`config.mk`:
```
export PLATFORM = sky130hd
export DESIGN_NAME = muldiv_sequencer_flat
export DESIGN_NICKNAME = d
export VERILOG_FILES = /design/src/rtl/muldiv_sequencer_pkg.sv /design/src/rtl/muldiv_sequencer_if.sv /design/src/rtl/muldiv_sequencer.sv /design/src/flat_wrapper.sv
export SDC_FILE = /design/constraint.sdc
export NUM_CORES = 1
export LEC_CHECK = 0
export ABC_AREA = 1
export CORE_MARGIN = 2
export CORE_UTILIZATION = 46
export CTS_BUF_LIST = sky130_fd_sc_hd__clkbuf_8
export CTS_CLUSTER_SIZE = 10
export DETAILED_ROUTE_END_ITERATION = 8
export PLACE_DENSITY = 0.77
export SYNTH_ARGS = -nofsm -noshare
export SYNTH_HDL_FRONTEND = slang
export SYNTH_SLANG_ARGS = --single-unit
```
`constraint.sdc`:
```
create_clock -name clk -period 1.4 [get_ports clk]
set_input_delay 0.28 -clock clk [delete_from_list [all_inputs] [get_ports clk]]
set_output_delay 0.28 -clock clk [all_outputs]
set_load 0.005 [all_outputs]
```
`src/rtl/muldiv_sequencer_pkg.sv`:
```
// muldiv_sequencer_pkg: definitions shared by the mul/div sequencer and its users.
//   - mds_state_e          : 3-bit FSM state encoding
//   - MDS_MUL_CYCLES_DEF   : default number of multiply steps
//   - MDS_DIV_STEPS_DEF    : default number of divide cycles before the last one
//   - mds_cnt_width()      : step counter width for a given parameter pair
package muldiv_sequencer_pkg;

  typedef enum logic [2:0] {
    MDS_IDLE  = 3'd0,
    MDS_MUL   = 3'd1,
    MDS_DIV   = 3'd2,
    MDS_DLAST = 3'd3,
    MDS_FIN   = 3'd4
  } mds_state_e;

  localparam int MDS_MUL_CYCLES_DEF = 4;
  localparam int MDS_DIV_STEPS_DEF  = 16;

  // One bit of headroom above what the larger step count needs.
  function automatic int mds_cnt_width(input int mul_cycles, input int div_steps);
    return $clog2((mul_cycles > div_steps) ? mul_cycles : div_steps) + 1;
  endfunction

endpackage

```
`src/rtl/muldiv_sequencer_if.sv`:
```
// muldiv_sequencer_if: ID-stage side of the mul/div sequencer.
//   master : ID decode / pipeline control (drives requests, reads step controls)
//   slave  : muldiv_sequencer
//   enable_i, flush_i, is_m_i, is_d_i    : requests and pipeline control
//   mul_state_o, d_init_o, d_advance_o,
//   div_last_o, fin_o, busy_o, stall_o   : step controls and hazard request
interface muldiv_sequencer_if;
  logic       enable_i;
  logic       flush_i;
  logic       is_m_i;
  logic       is_d_i;
  logic [1:0] mul_state_o;
  logic       d_init_o;
  logic       d_advance_o;
  logic       div_last_o;
  logic       fin_o;
  logic       busy_o;
  logic       stall_o;

  modport master (
    output enable_i, flush_i, is_m_i, is_d_i,
    input  mul_state_o, d_init_o, d_advance_o, div_last_o, fin_o, busy_o, stall_o
  );

  modport slave (
    input  enable_i, flush_i, is_m_i, is_d_i,
    output mul_state_o, d_init_o, d_advance_o, div_last_o, fin_o, busy_o, stall_o
  );
endinterface

```
`src/rtl/muldiv_sequencer.sv`:
```
// muldiv_sequencer: one FSM plus step counter that sequences multi-cycle
// multiply/divide instructions held in ID and produces the EXE mul/div step
// controls and the ID stall request.
//   clk    : clock
//   resetn : asynchronous active-low reset
//   bus    : muldiv_sequencer_if.slave (requests in, step controls out)
//
// state | meaning
// ------+-----------------------------------------------------------
// IDLE  | no operation; a request here is cycle 0 (mul step 0 / d_init)
// MUL   | multiply steps 1..MUL_CYCLES-1, cnt is the step index
// DIV   | divide advance cycles 1..DIV_STEPS-1
// DLAST | final divide cycle (sign fix-up)
// FIN   | result valid, instruction leaves ID on the next enabled edge
module muldiv_sequencer
  import muldiv_sequencer_pkg::*;
#(
  parameter int MUL_CYCLES = MDS_MUL_CYCLES_DEF,
  parameter int DIV_STEPS  = MDS_DIV_STEPS_DEF
) (
  input logic                 clk,
  input logic                 resetn,
  muldiv_sequencer_if.slave   bus
);

  localparam int CNT_W = mds_cnt_width(MUL_CYCLES, DIV_STEPS);
  localparam logic [CNT_W-1:0] MUL_LAST = CNT_W'(MUL_CYCLES - 1);
  localparam logic [CNT_W-1:0] DIV_LAST = CNT_W'(DIV_STEPS - 1);
  localparam logic [CNT_W-1:0] CNT_ONE  = CNT_W'(1);

  mds_state_e       state_q, state_d;
  logic [CNT_W-1:0] cnt_q, cnt_d;
  logic             in_idle;
  logic             req_live;

  always_ff @(posedge clk or negedge resetn) begin
    if (!resetn) begin
      state_q <= MDS_IDLE;
      cnt_q   <= '0;
    end else begin
      state_q <= state_d;
      cnt_q   <= cnt_d;
    end
  end

  always_comb begin
    state_d = state_q;
    cnt_d   = cnt_q;
    if (bus.flush_i) begin
      state_d = MDS_IDLE;
      cnt_d   = '0;
    end else if (bus.enable_i) begin
      unique case (state_q)
        MDS_IDLE: begin
          // Multiply wins when decode flags both.
          if (bus.is_m_i) begin
            state_d = MDS_MUL;
            cnt_d   = CNT_ONE;
          end else if (bus.is_d_i) begin
            state_d = MDS_DIV;
            cnt_d   = CNT_ONE;
          end
        end
        MDS_MUL: begin
          if (cnt_q == MUL_LAST) begin
            state_d = MDS_FIN;
            cnt_d   = '0;
          end else begin
            cnt_d = cnt_q + CNT_ONE;
          end
        end
        MDS_DIV: begin
          if (cnt_q == DIV_LAST) begin
            state_d = MDS_DLAST;
            cnt_d   = '0;
          end else begin
            cnt_d = cnt_q + CNT_ONE;
          end
        end
        MDS_DLAST: state_d = MDS_FIN;
        MDS_FIN:   state_d = MDS_IDLE;
        default: begin
          state_d = MDS_IDLE;
          cnt_d   = '0;
        end
      endcase
    end
  end

  assign in_idle = (state_q == MDS_IDLE);

  // The IDLE-cycle outputs depend on live request inputs; gating with resetn
  // keeps every output low while reset is held, even with a request present.
  assign req_live = resetn & in_idle & ~bus.flush_i;

  assign bus.mul_state_o = (in_idle || state_q == MDS_MUL) ? cnt_q[1:0] : 2'b00;
  assign bus.d_init_o    = req_live & bus.is_d_i & ~bus.is_m_i;
  assign bus.d_advance_o = (state_q == MDS_DIV);
  assign bus.div_last_o  = (state_q == MDS_DLAST);
  assign bus.fin_o       = (state_q == MDS_FIN);
  assign bus.busy_o      = ~in_idle;
  assign bus.stall_o     = (state_q == MDS_MUL) | (state_q == MDS_DIV) |
                           (state_q == MDS_DLAST) |
                           (req_live & (bus.is_m_i | bus.is_d_i));

endmodule

```
`src/flat_wrapper.sv`:
```
// flat-port wrapper written by rule: the top's interface ports become plain ports
module muldiv_sequencer_flat import muldiv_sequencer_pkg::*;
#(
  parameter int MUL_CYCLES = MDS_MUL_CYCLES_DEF,
  parameter int DIV_STEPS  = MDS_DIV_STEPS_DEF
)
  (clk, resetn, bus_enable_i, bus_flush_i, bus_is_m_i, bus_is_d_i, bus_mul_state_o, bus_d_init_o, bus_d_advance_o, bus_div_last_o, bus_fin_o, bus_busy_o, bus_stall_o);
  muldiv_sequencer_if bus_i ();
  input logic clk;
  input logic resetn;
  input wire logic [$bits(bus_i.enable_i)-1:0] bus_enable_i;
  input wire logic [$bits(bus_i.flush_i)-1:0] bus_flush_i;
  input wire logic [$bits(bus_i.is_m_i)-1:0] bus_is_m_i;
  input wire logic [$bits(bus_i.is_d_i)-1:0] bus_is_d_i;
  output wire logic [$bits(bus_i.mul_state_o)-1:0] bus_mul_state_o;
  output wire logic [$bits(bus_i.d_init_o)-1:0] bus_d_init_o;
  output wire logic [$bits(bus_i.d_advance_o)-1:0] bus_d_advance_o;
  output wire logic [$bits(bus_i.div_last_o)-1:0] bus_div_last_o;
  output wire logic [$bits(bus_i.fin_o)-1:0] bus_fin_o;
  output wire logic [$bits(bus_i.busy_o)-1:0] bus_busy_o;
  output wire logic [$bits(bus_i.stall_o)-1:0] bus_stall_o;
  assign bus_i.enable_i = bus_enable_i;
  assign bus_i.flush_i = bus_flush_i;
  assign bus_i.is_m_i = bus_is_m_i;
  assign bus_i.is_d_i = bus_is_d_i;
  assign bus_mul_state_o = bus_i.mul_state_o;
  assign bus_d_init_o = bus_i.d_init_o;
  assign bus_d_advance_o = bus_i.d_advance_o;
  assign bus_div_last_o = bus_i.div_last_o;
  assign bus_fin_o = bus_i.fin_o;
  assign bus_busy_o = bus_i.busy_o;
  assign bus_stall_o = bus_i.stall_o;
  muldiv_sequencer #(.MUL_CYCLES(MUL_CYCLES), .DIV_STEPS(DIV_STEPS)) u_core (.clk(clk), .resetn(resetn), .bus(bus_i));
endmodule
```
==> results of run 1 <==
power breakdown:
part	internal (W)	switching (W)	leakage [nW]	total, W
clock	0.000185	0.0000744	0.0216	0.000259
sequential	0.000289	0.0000547	0.107	0.000344
combinational	0.000652	0.000674	0.473	0.00133
total	0.00113	0.000803	0.601	0.00193
layout by cell type (no fill, tap or decap), types with 2 or more instances in the layout:
cell type	n
nand3_2	3
nand2_2	6
buf_2	6
clkbuf_8	3
o21ai_1	3
nand3_4	2
inv_1	5
nand2_1	26
nand3_1	16
buf_6	6
clkdlybuf4s50_1	3
nor2_4	4
inv_2	6
clkdlybuf4s15_1	2
dfrtp_1	7
nor2_1	6
buf_4	21
area by class of cell:
class                      count  share of cell area (%)
tap                           15                    1.62
timing repair buffer          40                    28.2
multi-input combinational     79                    44.8
clock buffer                   3                    3.56
sequential                     8                    17.4
inverter                      13                    4.43
worst reg2reg max path: stages (launching register included):
cell     delay, ns
dfrtp_1       0.36
buf_6         0.12
nor2_4        0.05
buf_4         0.13
buf_6         0.11
o21ai_4       0.13
nor2_4        0.05
nor2_4        0.15
inv_2         0.09
nand2_1       0.07
nand2_1       0.06
kinds of logic after synthesis:
group | share of synthesized area [%]
AO/OA/AOI/OAI | 5.78
XOR/XNOR | 1.31
adder cells (fa/ha/maj) | 5.60
buffers and inverters | 7.28
flip-flops | 29.9
AND/OR/NAND/NOR | 50.2
through the flow:
stage | area, sq um | std cells | setup slack (ns)
after floorplan | 673 | 100 | 0.00413
after global placement | 972 | 148 | -0.440
after detailed placement | 972 | 148 | -0.494
after CTS | 1090 | 156 | -0.160
after global routing | 1160 | 158 | -0.197
final | 1160 | 158 | -0.139
metal layers:
layer / part of all wire [%] / track usage (%)
met2: 46 / 36.6
met1: 47 / 34.6
met4: 2.7 / 10.0
met5: 0 / 0
met3: 4.8 / 2.59
timing repair:
item	in CTS	in global routing
gates resized for setup	45	16
buffers inserted	6	2
pin swaps	13	13
endpoints found under the setup margin	16	16
flip-flops by register name (all words and copies together), names as in the netlist:
signal / count
u_core.cnt_q: 5
u_core.state_q: 3
worst max-delay path by stage:
stage                                             start                       endpoint  cells after the start
after global placement                      bus_flush_i                    bus_stall_o                      5
after detailed placement                    bus_flush_i                    bus_stall_o                      5
after global routing      u_core.state_q[0]$_DFFE_PN0P_             bus_mul_state_o[1]                      5
after floorplan             u_core.cnt_q[0]$_DFFE_PN0P_  u_core.state_q[0]$_DFFE_PN0P_                      9
after CTS                 u_core.state_q[2]$_DFFE_PN0P_             bus_mul_state_o[1]                      7
final                     u_core.state_q[0]$_DFFE_PN0P_                    bus_stall_o                      5
==> flow_summary.yaml, run 1 <==
power:
  leakage_nw: 0.601
  vdd_drop_max_mv: 1.25
  powerDensity_nw_per_um2: 1660
  power_w: 0.00193
drt:
  detail_route.first_pass.iterations: 4
  remaining_drc_errors: 0
  first_iter_violations: 22
  route.antenna.remaining_nets: 0
  viasPerCell: 5.37
  drt-total-wl_um: 2040
  num_vias: 848
  wl_per_cell_um: 12.9
critical_path:
  cp-end-kind: "primary output"
  cpMaxStageDelayCell: "dfrtp_1"
  crit_family: "flip-flops"
  critPathArrivalTime_ns: 1.26
  cp-start-kind: "flop"
  critical_path_required_ns: 1.12
  crit_chain: "buf_6, nor2_4, nand3_2, o22ai_2, buf_2"
  path_buf_inv: 2
  r2r_end: "u_core.cnt_q[0]$_DFFE_PN0P_"
  r2r_start: "u_core.state_q[0]$_DFFE_PN0P_"
  slowest_delay_ns: 0.38
  critPathKind: "reg2out"
  path_max_fanout: 4
  rr_worst_depth: 10
  ff2ff_setup_slack_ns: -0.04
floorplan:
  start_util_pct: 50.3
  rows: 13
  chipHeight_um: 42.2
  chipWidth_um: 42.2
  coreArea_sq_um: 1330
  design.die.area_sq_um: 1780
  ios: 14
synthesis:
  synthCells: 100
  async_flop_share_pct: 100
  ys.flop_type: "dfrtp_1"
  ys_seq_area_share_pct: 29.9
  synth_warnings: 0
  yosys.area.top_type: "dfrtp_1"
  synth_fp_nets: 109
  ys_ff_latch: 8
  synth_common_cells: "31 x nand2_1, 18 x nand3_1, 8 x dfrtp_1, 8 x inv_1, 6 x nor2_1"
  synth_area_leaders: "dfrtp_1 30%, nand2_1 17%, nand3_1 13%"
  syn_avg_cell_area_sq_um: 6.71
  synth.most_common_cell: "nand2_1"
  synth_cell_type_count: 22
  synth-edff-count: 0
  synth.top_cell.area_share_pct: 29.9
  synth_area_sq_um: 671
clock_network:
  root_buffer: "clkbuf_8"
  numClockSinks: 8
  hold_buffers: 0
  clk_pin_slew_ns: 0.04
  ctsHtreeMaxLevel: 1
  cts_tree: "built"
  worstSkewPairLatency_ns: 0.22
  numCtsBuffers: 3
  cts_buffer_depth: 2
global_route:
  grtUsageTotal_pct: 24.1
  grt-ovfl-total: 0
  antenna_found_initial: 0
  grt_pass1_vias: 774
  grt_max_degree: 9
  grt_pass1_wl_um: 3360
finish:
  fin_nets: 154
  multi_input_area_sq_um: 519
  ff_latch_area_sq_um: 201
  nFillCells: 62
  syn2layout_area_growth_pct: 72.8
  utilization_pct: 86.9
  antenna_cells: 0
  drive_gt1_share_pct: 47.6
sta:
  drv_slew: 0
  finalCritPeriodShare_pct: 110
  setup_viol: 14
  finalClockSkew_ns: 0.000472
  setup_tns_ns: -0.649
  hold_viol_final: 0
  timing.final.ws_setup_ns: -0.139
  worstMarginPinSlew_ns: 0.234
  slew_headroom_pct: 84.4
  grt_setup_unrepaired: "yes"
  post-route-min-period_ns: 1.54
  timing.hold.ws_ns: 0.426
  max_freq_mhz: 650
placement:
  globalplace.congestion: 0.822
  dp_hpwl_um: 1350
  io_buffers: 13
hold_path:
  hp-class: "in2async"
status:
  violations: "setup timing"
  status: "finished, violations left"
run:
  max_cap_violations: 0
No activity file was read; power rests on OpenSTA's default activity.
==> run 2, diff against run 1 <==
PLACE_DENSITY = 0.85   (was 0.77)
==> flow_summary.yaml, run 2 <==
status:
  status: "did not finish"
  lastStage: "5_1_grt"
  firstError: "[ERROR DPL-0033] detailed placement checks failed during check placement."
synthesis:
  ys_ff_latch: 8
  synth_common_cells: "31 x nand2_1, 18 x nand3_1, 8 x dfrtp_1, 8 x inv_1, 6 x nor2_1"
  synth_cell_type_count: 22
  synth_warnings: 0
  synth.top_cell.area_share_pct: 29.9
  synth_fp_nets: 109
  syn_avg_cell_area_sq_um: 6.71
  synth_area_sq_um: 671
  async_flop_share_pct: 100
  synth.most_common_cell: "nand2_1"
  yosys.area.top_type: "dfrtp_1"
  ys_seq_area_share_pct: 29.9
  synthCells: 100
  synth_area_leaders: "dfrtp_1 30%, nand2_1 17%, nand3_1 13%"
  synth-edff-count: 0
  ys.flop_type: "dfrtp_1"
floorplan:
  start_util_pct: 50.3
  rows: 13
  chipWidth_um: 42.2
  ios: 14
  chipHeight_um: 42.2
placement:
  dp_hpwl_um: 1510
  io_buffers: 13
  globalplace.congestion: 0.807
clock_network:
  cts_buffer_depth: 2
  root_buffer: "clkbuf_8"
  numClockSinks: 8
  hold_buffers: 0
  ctsHtreeMaxLevel: 1
  numCtsBuffers: 3
sta:
  endpoint_type: "primary output"
  crit_endpoint: "bus_stall_o"
global_route:
  antenna_found_initial: 0
  grt_max_degree: 9
## run 2: cell families after synthesis
| group | count (synthesis) | share of synthesized area [%] |
|---|---|---|
| buffers and inverters | 13 | 7.28 |
| xor gates and xnor gates | 1 | 1.31 |
| DFF | 8 | 29.9 |
| and+or+nand+nor | 68 | 50.2 |
| adders and majority gates | 3 | 5.60 |
| AOI/OAI and AO/OA | 7 | 5.78 |
## run 2: what timing repair did
item	4_1_cts
setup buffers	11
resized for setup	57
pin swaps	13
setup endpoints to repair	16
## run 2: metrics by stage
step	util, %	instance area [sq um]	setup WS [ns]	cells	hold slack [ns]
2_1_floorplan	-	673	0.00413	100	-0.0156
3_3_place_gp	72.9	972	-0.428	148	0.504
3_5_place_dp	72.9	972	-0.496	148	0.512
4_1_cts	85.4	1140	-0.191	161	0.408
==> run 3, diff against run 2 <==
CORE_AREA = 2 2 63 65   (was not set)
CORE_MARGIN = not set   (was 2)
CORE_UTILIZATION = not set   (was 46)
CTS_BUF_LIST = not set   (was sky130_fd_sc_hd__clkbuf_8)
CTS_CLUSTER_SIZE = not set   (was 10)
DIE_AREA = 0 0 65 67   (was not set)
PLACE_DENSITY = not set   (was 0.85)
PLACE_DENSITY_LB_ADDON = 0.15   (was not set)
clock period = 1.8 ns   (was 1.4 ns; I/O delays follow)
==> flow_summary.yaml, run 3 (synthesized netlist as in run 1, its figures left out) <==
status:
  status: "completed"
finish:
  drive_gt1_share_pct: 30.6
  nFillCells: 394
  most-common-layout-cells: "30 x nand2_1, 18 x nand3_1, 18 x buf_4"
  final_common_cell: "nand2_1"
  ff_latch_area_sq_um: 203
  antenna_cells: 0
  largest_reg_flops: 5
  reg_top3: "u_core.cnt_q (5), u_core.state_q (3)"
  syn2layout_area_growth_pct: 53.9
  multi_input_area_sq_um: 432
  regMostFlops: "u_core.cnt_q"
  fin_nets: 145
  final_cells: 182
  utilization_pct: 28.6
clock_network:
  numCtsBuffers: 3
  cts_tree: "built"
  cts_buffer_depth: 2
  worstSkewPairLatency_ns: 0.22
  clk_pin_slew_ns: 0.04
  hold_buffers: 0
  numClockSinks: 8
  ctsHtreeMaxLevel: 1
  root_buffer: "clkbuf_8"
floorplan:
  chipWidth_um: 65
  coreArea_sq_um: 3610
  start_util_pct: 18.6
  chipHeight_um: 67
  design.die.area_sq_um: 4360
  ios: 14
  rows: 22
power:
  powerDensity_nw_per_um2: 1190
  p_sw_w: 0.000482
  leakage_nw: 0.541
  p_int_w: 0.000742
  switching_share_pct: 39.4
  vdd_drop_max_mv: 0.324
  seqPwrFrac_pct: 23.2
  clkPwrFrac_pct: 16.7
  power_w: 0.00122
  pwr-share-comb_pct: 60.1
critical_path:
  r2r_end: "u_core.state_q[0]$_DFFE_PN0P_"
  path_max_fanout: 2
  crit_start: "bus_flush_i"
  cp-start-kind: "input pin"
  cp-end-kind: "primary output"
  slowest_delay_ns: 0.43
  ff2ff_setup_slack_ns: 0.19
  critPathKind: "in2out"
  r2r_start: "u_core.cnt_q[0]$_DFFE_PN0P_"
  critical_path_required_ns: 1.44
  cpMaxStageDelayCell: "clkdlybuf4s50_1"
  critPathArrivalTime_ns: 1.36
  cp-endpoint: "bus_stall_o"
  rr_worst_depth: 9
  crit_chain: "clkdlybuf4s50_1, nor2_2, nand3_1, o22ai_1, dlygate4sd2_1"
placement:
  dp_hpwl_um: 1380
  globalplace.congestion: 0.739
  place_inst: 174
  io_buffers: 13
drt:
  viasPerCell: 4.07
  drt-total-wl_um: 1650
  num_vias: 741
  route.antenna.remaining_nets: 0
  wl_per_cell_um: 9.07
  first_iter_violations: 16
  detail_route.first_pass.iterations: 4
  remaining_drc_errors: 0
global_route:
  grtUsageTotal_pct: 9.76
  grt_pass1_vias: 742
  grt-ovfl-total: 0
  grt_max_degree: 9
  antenna_found_initial: 0
  grt_pass1_wl_um: 3170
sta:
  finalCritPeriodShare_pct: 95.3
  setup_tns_ns: 0
  drv_slew: 0
  max_freq_mhz: 583
  worstMarginPinSlew_ns: 0.221
  finalClockSkew_ns: 0.00210
  grt_setup_unrepaired: "no"
  post-route-min-period_ns: 1.72
  setup_viol: 0
  hold_viol_final: 0
  slew_headroom_pct: 85.2
run:
  max_cap_violations: 0
hold_path:
  hp-class: "in2async"
run 3: what timing repair did:
item / in CTS / in global routing
gates resized for setup: 12 / 5
pin swaps: 2 / 1
setup buffers: 5 / 0
setup endpoints to repair: 8 / 3
run 3: how the worst min path moves through the flow:
stage,end,slack (ns),cells after the start
3_5_place_dp,u_core.cnt_q[4]$_DFFE_PN0P_,0.51,2
6_report,u_core.state_q[2]$_DFFE_PN0P_,0.46,2
2_1_floorplan,u_core.cnt_q[0]$_DFFE_PN0P_,0.06,0
3_3_place_gp,u_core.cnt_q[4]$_DFFE_PN0P_,0.51,2
4_1_cts,u_core.state_q[2]$_DFFE_PN0P_,0.46,2
5_1_grt,u_core.state_q[2]$_DFFE_PN0P_,0.48,2
run 3: per-stage QoR:
step                      hold slack [ns]  worst slack (ns)  cell area, sq um
after floorplan                    0.0644             0.342               671
after global placement              0.509            -0.196               958
after detailed placement            0.512            -0.214               958
after CTS                           0.464            0.0473              1040
after global routing                0.485            0.0137              1030
final                               0.463            0.0839              1030
run 3: metal layers:
layer  GRT usage (%)  routed length, um  part of all wire (%)
met1            11.7                781                    47
met2            15.7                787                    48
met3            1.52                 47                   2.8
met4            7.18                 34                   2.1
met5               0                  0                     0
run 3: critical path, delay by kind of cell:
kind	cells	cell delay, ns
compound gates	1	0.11
buf+inv	2	0.68
simple gates	2	0.20
run 3: final cells by class:
type / instances / share of cell area (%)
Timing Repair Buffer: 31 / 24.0
Inverter: 13 / 4.73
Sequential cell: 8 / 19.6
Clock buffer: 3 / 4.00
Tap cell: 48 / 5.82
Multi-Input combinational cell: 79 / 41.8
run 3: power groups by stage:
stage / registers, W / logic [W] / clock network [W]
finish: 0.000284 / 0.000736 / 0.000204
global placement: 0.000290 / 0.000720 / 0
detailed placement: 0.000286 / 0.000712 / 0
CTS: 0.000283 / 0.000752 / 0.000215
global route: 0.000295 / 0.000833 / 0.000224
floorplan: 0.000291 / 0.000341 / 0
